==> config.mk <==
export PLATFORM = sky130hd
export DESIGN_NAME = dmem_arbiter
export DESIGN_NICKNAME = d
export VERILOG_FILES = /design/src/rtl/dmem_arbiter.sv
export SDC_FILE = /design/constraint.sdc
export NUM_CORES = 1
export LEC_CHECK = 0
export ABC_AREA = 1
export BUFFER_PORTS_ARGS = -buffer_cell sky130_fd_sc_hd__buf_2
export CAP_MARGIN = 10
export CORE_AREA = 2 2 118 120
export DETAILED_ROUTE_END_ITERATION = 16
export DIE_AREA = 0 0 120 122
export PLACE_DENSITY = 0.74
export SLEW_MARGIN = 20
export SYNTH_ARGS = -nofsm -noshare
export SYNTH_HDL_FRONTEND = slang
export SYNTH_SLANG_ARGS = --single-unit
==> constraint.sdc <==
create_clock -name clk_i -period 3.5 [get_ports clk_i]
set_input_delay 0.7 -clock clk_i [delete_from_list [all_inputs] [get_ports clk_i]]
set_output_delay 0.7 -clock clk_i [all_outputs]
set_load 0.05 [all_outputs]
==> src/rtl/dmem_arbiter.sv <==
// Two-port round-robin arbiter for the shared main-memory data port.
// One transaction in flight; a stalled memory is cut off by a watchdog.

module dmem_arbiter_resp #(
    parameter int W = 32
) (
    input  logic         i_clk,
    input  logic         i_rst,
    input  logic         i_load,
    input  logic [W-1:0] i_rdata,
    input  logic         i_err,
    output logic         o_valid,
    output logic [W-1:0] o_rdata,
    output logic         o_err
);
    // Loaded on the completing BUSY edge, so the pulse lines up with RESP
    // and self-clears one cycle later.
    always_ff @(posedge i_clk) begin
        if (i_rst || !i_load) begin
            o_valid <= 1'b0;
            o_rdata <= '0;
            o_err   <= 1'b0;
        end else begin
            o_valid <= 1'b1;
            o_rdata <= i_rdata;
            o_err   <= i_err;
        end
    end
endmodule

module dmem_arbiter #(
    parameter int ADDR_WIDTH = 32,
    parameter int TIMEOUT    = 64
) (
    input  logic                  clk_i,
    input  logic                  rst_i,
    input  logic                  req0_valid_i,
    input  logic                  req0_we_i,
    input  logic [ADDR_WIDTH-1:0] req0_addr_i,
    input  logic [ADDR_WIDTH-1:0] req0_wdata_i,
    output logic                  req0_ready_o,
    output logic                  resp0_valid_o,
    output logic [ADDR_WIDTH-1:0] resp0_rdata_o,
    output logic                  resp0_err_o,
    input  logic                  req1_valid_i,
    input  logic                  req1_we_i,
    input  logic [ADDR_WIDTH-1:0] req1_addr_i,
    input  logic [ADDR_WIDTH-1:0] req1_wdata_i,
    output logic                  req1_ready_o,
    output logic                  resp1_valid_o,
    output logic [ADDR_WIDTH-1:0] resp1_rdata_o,
    output logic                  resp1_err_o,
    output logic                  mem_req_o,
    output logic                  mem_we_o,
    output logic [ADDR_WIDTH-1:0] mem_addr_o,
    output logic [ADDR_WIDTH-1:0] mem_wdata_o,
    input  logic [ADDR_WIDTH-1:0] mem_rdata_i,
    input  logic                  mem_ack_i
);
    localparam int NUM_PORTS = 2;
    localparam int CW = $clog2(TIMEOUT);
    localparam logic [CW-1:0] TMAX = CW'(TIMEOUT - 1);
    localparam logic [ADDR_WIDTH-1:0] WORD_MASK = ~ADDR_WIDTH'(3);

    typedef enum logic [1:0] {S_IDLE, S_BUSY, S_RESP} state_t;

    state_t                  r_state;
    logic                    r_last;
    logic                    r_owner;
    logic                    r_mem_req;
    logic                    r_we;
    logic [ADDR_WIDTH-1:0]   r_addr;
    logic [ADDR_WIDTH-1:0]   r_wdata;
    logic [CW-1:0]           r_cnt;

    logic [NUM_PORTS-1:0]                 w_req_v;
    logic [NUM_PORTS-1:0]                 w_req_we;
    logic [NUM_PORTS-1:0][ADDR_WIDTH-1:0] w_req_addr;
    logic [NUM_PORTS-1:0][ADDR_WIDTH-1:0] w_req_wdata;
    logic [NUM_PORTS-1:0]                 w_gnt;
    logic                                 w_idle;
    logic                                 w_accept;
    logic                                 w_sel;
    logic                                 w_done;
    logic                                 w_done_err;
    logic [ADDR_WIDTH-1:0]                w_done_rdata;
    logic [NUM_PORTS-1:0]                 w_load;
    logic [NUM_PORTS-1:0]                 w_resp_valid;
    logic [NUM_PORTS-1:0][ADDR_WIDTH-1:0] w_resp_rdata;
    logic [NUM_PORTS-1:0]                 w_resp_err;

    assign w_req_v     = {req1_valid_i, req0_valid_i};
    assign w_req_we    = {req1_we_i, req0_we_i};
    assign w_req_addr  = {req1_addr_i, req0_addr_i};
    assign w_req_wdata = {req1_wdata_i, req0_wdata_i};

    // On a tie the port that did not win last time gets the grant.
    assign w_gnt[0] = w_req_v[0] & (~w_req_v[1] | r_last);
    assign w_gnt[1] = w_req_v[1] & (~w_req_v[0] | ~r_last);

    assign w_idle       = (r_state == S_IDLE) & ~rst_i;
    assign w_accept     = w_idle & (|w_gnt);
    assign w_sel        = w_gnt[1];
    assign req0_ready_o = w_idle & w_gnt[0];
    assign req1_ready_o = w_idle & w_gnt[1];

    // Ack beats the watchdog when both land on the same cycle.
    assign w_done       = (r_state == S_BUSY) & (mem_ack_i | (r_cnt == TMAX));
    assign w_done_err   = ~mem_ack_i;
    assign w_done_rdata = (mem_ack_i & ~r_we) ? mem_rdata_i : '0;

    always_ff @(posedge clk_i) begin
        if (rst_i) begin
            r_state   <= S_IDLE;
            r_last    <= 1'b1;
            r_owner   <= 1'b0;
            r_mem_req <= 1'b0;
            r_we      <= 1'b0;
            r_addr    <= '0;
            r_wdata   <= '0;
            r_cnt     <= '0;
        end else begin
            case (r_state)
                S_IDLE: begin
                    if (w_accept) begin
                        r_owner   <= w_sel;
                        r_last    <= w_sel;
                        r_we      <= w_req_we[w_sel];
                        r_addr    <= w_req_addr[w_sel] & WORD_MASK;
                        r_wdata   <= w_req_wdata[w_sel];
                        r_mem_req <= 1'b1;
                        r_cnt     <= '0;
                        r_state   <= S_BUSY;
                    end
                end
                S_BUSY: begin
                    if (w_done) begin
                        r_mem_req <= 1'b0;
                        r_state   <= S_RESP;
                    end else begin
                        r_cnt <= r_cnt + 1'b1;
                    end
                end
                S_RESP: begin
                    r_cnt   <= '0;
                    r_state <= S_IDLE;
                end
                default: begin
                    r_mem_req <= 1'b0;
                    r_state   <= S_IDLE;
                end
            endcase
        end
    end

    assign mem_req_o   = r_mem_req;
    assign mem_we_o    = r_we;
    assign mem_addr_o  = r_addr;
    assign mem_wdata_o = r_wdata;

    for (genvar p = 0; p < NUM_PORTS; p++) begin : g_resp
        assign w_load[p] = w_done & (r_owner == 1'(p));

        dmem_arbiter_resp #(.W(ADDR_WIDTH)) u_resp (
            .i_clk   (clk_i),
            .i_rst   (rst_i),
            .i_load  (w_load[p]),
            .i_rdata (w_done_rdata),
            .i_err   (w_done_err),
            .o_valid (w_resp_valid[p]),
            .o_rdata (w_resp_rdata[p]),
            .o_err   (w_resp_err[p])
        );
    end

    assign resp0_valid_o = w_resp_valid[0];
    assign resp0_rdata_o = w_resp_rdata[0];
    assign resp0_err_o   = w_resp_err[0];
    assign resp1_valid_o = w_resp_valid[1];
    assign resp1_rdata_o = w_resp_rdata[1];
    assign resp1_err_o   = w_resp_err[1];
endmodule

==> summary.md, run 1 <==
| Metric | Value |
|---|---|
| Status | `finished clean` |
| Root Driver | `clkbuf_16` |
| Clk buf depth | `2` |
| Relative slew slack | `around 54%` |
| Worst Tran Pin Value | `0.6937 ns` |
| Synthesized area per cell | `slightly below 7 µm²` |
| Slowest-stage cell, CP | `buf_2` |
| Number of port buffers | `about 300` |
| Vias per cell | `between 4 and 5` |
| H-tree levels | `4` |
| Routed len/inst | `approximately 12 µm` |
| Die H | `~120 µm` |
| Dominant cells by area after synthesis | `dfxtp_1 (51%), nand2_1 (25%), nand3_1 (6.4%), inv_1 (5.3%), nor2_1 (4.8%)` |
| F_max | `444.2 MHz` |
| Setup Viol. Count Final | `0` |
| CP delay by family, top | `buffers and inverters` |
| CTS buffer count | `17` |
| Leak | `about 4.5 nW` |
| Critical Path End Type | `primary output` |
| Post-synth ARST share | `0%` |
| Proportion of layout cells with a drive suffix above 1 | `around a third` |
| Final Hold Fails | `0` |
| Die Wd | `roughly 120 µm` |
| Post-synth cell types | `25` |
| Worst skew pair latency | `slightly above 0.4 ns` |
| CTS Sinks | `142` |
| Core Box Area | `about 14,000 µm²` |
| Overflow after GRT | `0` |
| Layout fillers | `around 1,300` |
| Synthesized area | `roughly 5600 µm²` |
| Nets | `~1,300` |
| Initial antenna violation count | `5` |
| First drt pass iteration count | `7` |
| Period utilization | `around 64%` |
| Crit-path cells | `buf_2 -> inv_2 -> nand2_1 -> nor2_1 -> buf_2` |
| Multi-input combinational cell area | `2261 µm²` |
| Power per cell area | `about 620 nW/µm²` |
| Initial Util | `41.68%` |
| HP Class | `register to register` |
| Final WL | `roughly 16 mm` |
| Sequential-to-total area share from yosys stat | `between 50% and 60%` |
| Yosys synthesis warning count | `0` |
| Met1 WL | `approximately 6.5 mm` |
| Worst-path clk slew | `about 0.06 ns` |
| Mapped Cells | `a little over 800` |
| Crit path buf inv count | `3` |
| CP required | `2.80 ns` |
| Post-synth EDFFs | `0` |
| Gr usage total | `between 20% and 30%` |
| First-pass GRT wire length | `between 20 and 25 mm` |
| Synth Register Bits | `between 100 and 150` |
| Max FO, Critical Path | `11` |
| Most common cell in the netlist | `nand2_1` |
| Commonest cells post-synth | `nand2_1 (376), dfxtp_1 (142), inv_1 (79), nand3_1 (72), nor2_1 (72)` |
| Critical path arrival | `1.55 ns` |
| Routability congestion estimate | `roughly 0.8` |
| Most used DFF post-synth | `dfxtp_1` |
| DR WL met3 | `about 1.5 mm` |
| DRC errors left | `0` |
| Setup Fix Bufs, Post-CTS | `0` |
| Vias | `around 5,800` |
| CP startpoint kind | `input pin` |
| Vias in the first global route | `5,055` |
| Post-Route Setup TNS | `0 ns` |
| CP dominant cell by count | `buf_2` |
| Synth top area share | `50.50%` |
| Layout area overhead | `38.59%` |
| Crit Path Category | `input pin to primary output` |
| Routed length on met2 | `around 7.3 mm` |
| Area of the die | `14,640 µm²` |
| Number of routed nets with antenna violations | `0` |
| Power, Total | `~0.005 W` |
| Max-cap viol count | `0` |
| DP HPWL | `approximately 11 mm` |
| Storage element area | `about 2800 µm²` |
| Max stage delay on crit path | `0.29 ns` |
| IO Pins | `303` |
| Area leader, netlist | `dfxtp_1` |
| RSZ-0062 raised after global routing | `false` |
| PostCTS Resize Cnt | `0` |
| Cell area after layout | `between 7000 and 8000 µm²` |
| Row cnt | `43` |
| Hold Worst Slack | `0.4648 ns` |
| Worst Clk Skew | `about 0.0066 ns` |
| Top sig layer | `met4` |
| CTS tree | `built` |
| Cell Area, Placed | `7179 µm²` |
| Starting DRT DRC Count | `242` |
| Hold-fix buffers, CTS | `0` |
| Largest net degree at the start of global routing | `between 60 and 70` |
| Max VDD drop | `0.3233 mV` |
| Count of pins over their slew limit | `0` |
| Min Tclk post-route | `roughly 2.3 ns` |
final cells by class:
class	instances	share of cell area, %
Clock buffer	18	5.501
Multi-Input combinational cell	548	28.98
Sequential cell	142	36.44
Clock inverter	14	2.342
Antenna cell	4	0.1283
Inverter	83	3.994
Timing Repair Buffer	302	19.73
Tap cell	180	2.887
path summary, 6_finish.rpt:
check             startpoint                            to  slack [ns]  cells past startpoint
setup reg to reg    r_cnt[0]  g_resp[0].u_resp.o_rdata[15]        1.70                      9
hold reg to reg    mem_req_o                     mem_req_o        0.46                      2
setup / recovery       rst_i                  req1_ready_o        1.25                      5
hold / removal     mem_req_o                     mem_req_o        0.46                      2
flip-flops by register name, summed over array words and instances, names as in the netlist:
name and flops:
r_state 2, mem_we_o 1, r_owner 1, g_resp.u_resp.o_rdata 64, mem_req_o 1, g_resp.u_resp.o_err 2, r_cnt 6, mem_addr_o 30
mem_wdata_o 32, r_last 1, g_resp.u_resp.o_valid 2
report_power, final:
| part | switching (W) | internal (W) |
|---|---|---|
| sequential | 0.0000758 | 0.00176 |
| combinational | 0.000874 | 0.000303 |
| clock | 0.000715 | 0.00114 |
layout by cell type (no fill, tap or decap), types with 2 or more instances in the layout:
cell        netlist  final
nor2_1           72     71
nor2_2            5      6
dfxtp_1         142    142
inv_2             4      5
bufinv_16         0      3
clkbuf_16         0     17
inv_6             0      4
nand3_1          72     71
inv_1            79     78
nand2_1         376    376
conb_1            1      2
a21oi_1           4      4
buf_4             2      5
buf_2            12    296
nor3_4            2      2
clkinvlp_4        0      2
nand2_2           2      2
o21ai_0           4      4
diode_2           0      4
clkinv_4          0      3
worst min-delay path: cells and delay by family (launching register included):
kind	cells	cell delay, ns
DFF	1	0.31
and+or+nand+nor	2	0.11
cell families (layout without fill, tap and decap cells):
family	count (synthesis)	count (layout)	share of synthesized area, %
AND/OR/NAND/NOR	534	534	38.41
flip-flops	142	142	50.50
buffers and inverters	127	417	9.669
AO/OA/AOI/OAI	11	11	1.134
adder cells (fa/ha/maj)	1	1	0.2222
other	1	6	0.06662
metal layers:
layer  up-vias  GRT usage [%]
met5         -              0
met4         0          8.971
met3        26          8.567
met2       232          35.40
met1      2516          23.87
li1       2997              -
stage by stage:
stage	setup slack (ns)	utilization [%]	cells
3_5_place_dp	1.251	53.16	1255
6_report	1.249	57.77	1291
2_1_floorplan	0.9704	-	817
4_1_cts	1.248	57.69	1287
3_3_place_gp	1.270	53.16	1255
5_1_grt	1.224	57.73	1289
Power figures use the tool's default switching activity.
==> inputs of run 2 (changes only) <==
--- a/config.mk
+++ b/config.mk
@@ -8,10 +8,10 @@
 export ABC_AREA = 1
 export BUFFER_PORTS_ARGS = -buffer_cell sky130_fd_sc_hd__buf_2
 export CAP_MARGIN = 10
-export CORE_AREA = 2 2 118 120
+export CORE_AREA = 2 2 119 121
 export DETAILED_ROUTE_END_ITERATION = 16
-export DIE_AREA = 0 0 120 122
-export PLACE_DENSITY = 0.74
+export DIE_AREA = 0 0 121 123
+export PLACE_DENSITY = 0.73
 export SLEW_MARGIN = 20
 export SYNTH_ARGS = -nofsm -noshare
 export SYNTH_HDL_FRONTEND = slang
==> constraint.sdc (replaced) <==
create_clock -name clk_i -period 2.2 [get_ports clk_i]
set_input_delay 0.44 -clock clk_i [delete_from_list [all_inputs] [get_ports clk_i]]
set_output_delay 0.44 -clock clk_i [all_outputs]
set_load 0.05 [all_outputs]
==> run 2 against run 1 <==
  * Setup slack got worse by 0.96 ns
  * Flip-flop and latch count did not move
  * Non-clock buffer count rose by 5
  * Clock power rose by 71%
  * Global-route usage rose by 0.19 points
  * Cell area rose by 1.1%
  * Sequential share of layout area fell by 0.40 points
==> summary.md, run 2 (synthesis results as in run 1) <==
| Metric | Value |
|---|---|
| Commonest non-fill, non-tap cell in the layout | `nand2_1` |
| Max stage delay on crit path | `approximately 0.36 ns` |
| Starting DRT DRC Count | `between 200 and 300` |
| Cell Area, Placed | `7229 µm²` |
| CTS tree | `built` |
| Max FO, Critical Path | `3` |
| Worst-path clk slew | `about 0.060 ns` |
| Setup Viol. Count Final | `0` |
| Worst reg2reg path startpoint | `r_cnt[0]` |
| Vias per cell | `between 4 and 5` |
| Crit-path cells | `nor2_1 -> nand2_1 -> nor2_1 -> buf_2` |
| Row cnt | `43` |
| Overflow after GRT | `0` |
| Worst Tran Pin Value | `~0.62 ns` |
| Number of port buffers | `around 300` |
| Worst skew pair latency | `roughly 0.41 ns` |
| Vias | `5,817` |
| DRC errors left | `0` |
| Proportion of layout cells with a drive suffix above 1 | `about 32%` |
| CP dominant cell by count | `nor2_1` |
| CP required | `between 1.5 and 2 ns` |
| Worst Clk Skew | `~0.0074 ns` |
| Vias in the first global route | `5,287` |
| CP delay by family, top | `simple AND/OR/NAND/NOR gates` |
| FF-to-FF path depth | `9` |
| Most frequent cells in the layout | `nand2_1 (376), buf_2 (296), dfxtp_1 (142), inv_1 (78)` |
| Period utilization | `between 80% and 90%` |
| Critical Path End Type | `primary output` |
| Gr usage total | `about a fifth` |
| H-tree levels | `4` |
| Final WL | `approximately 16 mm` |
| Final Hold Fails | `0` |
| Number of routed nets with antenna violations | `0` |
| Cell area after layout | `a little under 8000 µm²` |
| Placed Cells | `approximately 1,300` |
| CTS buffer count | `17` |
| Count of pins over their slew limit | `0` |
| Initial antenna violation count | `3` |
| PostCTS Resize Cnt | `0` |
| Leak | `4.583 nW` |
| Worst setup path end | `req1_ready_o` |
| First drt pass iteration count | `6` |
| R2r endpoint | `g_resp[1].u_resp.o_rdata[21]` |
| Post-Route Setup TNS | `0 ns` |
| Most flops, register | `g_resp.u_resp.o_rdata` |
| Min Tclk post-route | `about 1.9 ns` |
| Critical path arrival | `1.47 ns` |
| Routability congestion estimate | `a little over 0.8` |
| Core Box Area | `13,610 µm²` |
| Layout area overhead | `40.14%` |
| Max-cap viol count | `0` |
| Power per cell area | `1011 nW/µm²` |
| Root Driver | `clkbuf_16` |
| IO Pins | `approximately 300` |
| Relative slew slack | `roughly three fifths` |
| Max reg flops | `64` |
| Min-delay src | `mem_rdata_i[18]` |
| CP startpoint kind | `register` |
| First-pass GRT wire length | `25.01 mm` |
| Die Wd | `121 µm` |
| Setup Fix Bufs, Post-CTS | `0` |
| Routed len/inst | `approximately 12 µm` |
| Status | `finished clean` |
| CP Depth | `4` |
| Hold-fix buffers, CTS | `0` |
| Critical Path Source | `r_state[1]` |
| Initial Util | `between 40% and 50%` |
| Crit Path Category | `register to primary output` |
| RSZ-0062 raised after global routing | `false` |
| Slowest-stage cell, CP | `dfxtp_1` |
| Largest net degree at the start of global routing | `64` |
| HP Class | `input pin to register` |
| Crit path buf inv count | `1` |
| Area of the die | `~15,000 µm²` |
| F_max | `523.7 MHz` |
| CTS Sinks | `approximately 140` |
| Clk buf depth | `2` |
| DP HPWL | `~11 mm` |
| Post-route insts no fill | `roughly 1,300` |
| Max VDD drop | `about 0.53 mV` |
| Nets | `around 1,300` |
| R2r setup slk | `~0.37 ns` |
| Die H | `roughly 120 µm` |
run 2: worst min-delay path by stage:
stage,end,slack [ns],cells after the start
after CTS,g_resp[0].u_resp.o_rdata[18],0.25,3
after floorplan,g_resp[0].u_resp.o_valid,0.46,1
after global placement,mem_req_o,0.46,2
final,g_resp[0].u_resp.o_rdata[18],0.28,3
after global routing,g_resp[1].u_resp.o_rdata[20],0.26,3
after detailed placement,mem_req_o,0.46,2
run 2: metrics by stage:
step | power [W] | hold slack, ns | setup slack (ns) | util, %
after floorplan | 0.004335 | 0.4586 | 0.1904 | -
after global placement | 0.004855 | 0.4568 | 0.4178 | 53.11
after detailed placement | 0.004874 | 0.4633 | 0.4126 | 53.11
after CTS | 0.008057 | 0.2543 | 0.2566 | 57.92
after global routing | 0.008351 | 0.2623 | 0.1685 | 57.96
final | 0.007975 | 0.2779 | 0.2904 | 57.96
run 2: worst reg2reg max path: stages (launching register included):
cell and delay (ns):
dfxtp_1 0.43, ha_1 0.22, nand2_2 0.08, nor2_2 0.11, nand2_1 0.10, nand2_2 0.09
nand2_4 0.07, nor3_4 0.16, inv_2 0.26, nor2_1 0.22
run 2: cell type report:
cell class                 count  area [µm²]
multi-input combinational    548        2261
sequential                   142        2843
clock buffer                  17       425.4
inverter                      83       311.5
fill                        1290        5723
antenna                        2       5.005
clock inverter                14       229.0
timing repair buffer         307        1589
tap                          180       225.2
run 2: routing by layer:
layer | track usage [%] | vias to the layer above | part of all wire, %
li1 | - | 3000 | -
met1 | 24.26 | 2546 | 40
met2 | 35.11 | 246 | 46
met3 | 8.810 | 25 | 11
met4 | 9.666 | 0 | 2.5
met5 | 0 | - | 0
run 2: power by group:
group | internal (W) | switching, W | leakage (nW) | total [W]
logic | 0.000494 | 0.00140 | 3.10 | 0.00190
registers | 0.00280 | 0.000119 | 1.17 | 0.00292
clock network | 0.00203 | 0.00113 | 0.319 | 0.00316
total | 0.00533 | 0.00265 | 4.58 | 0.00798
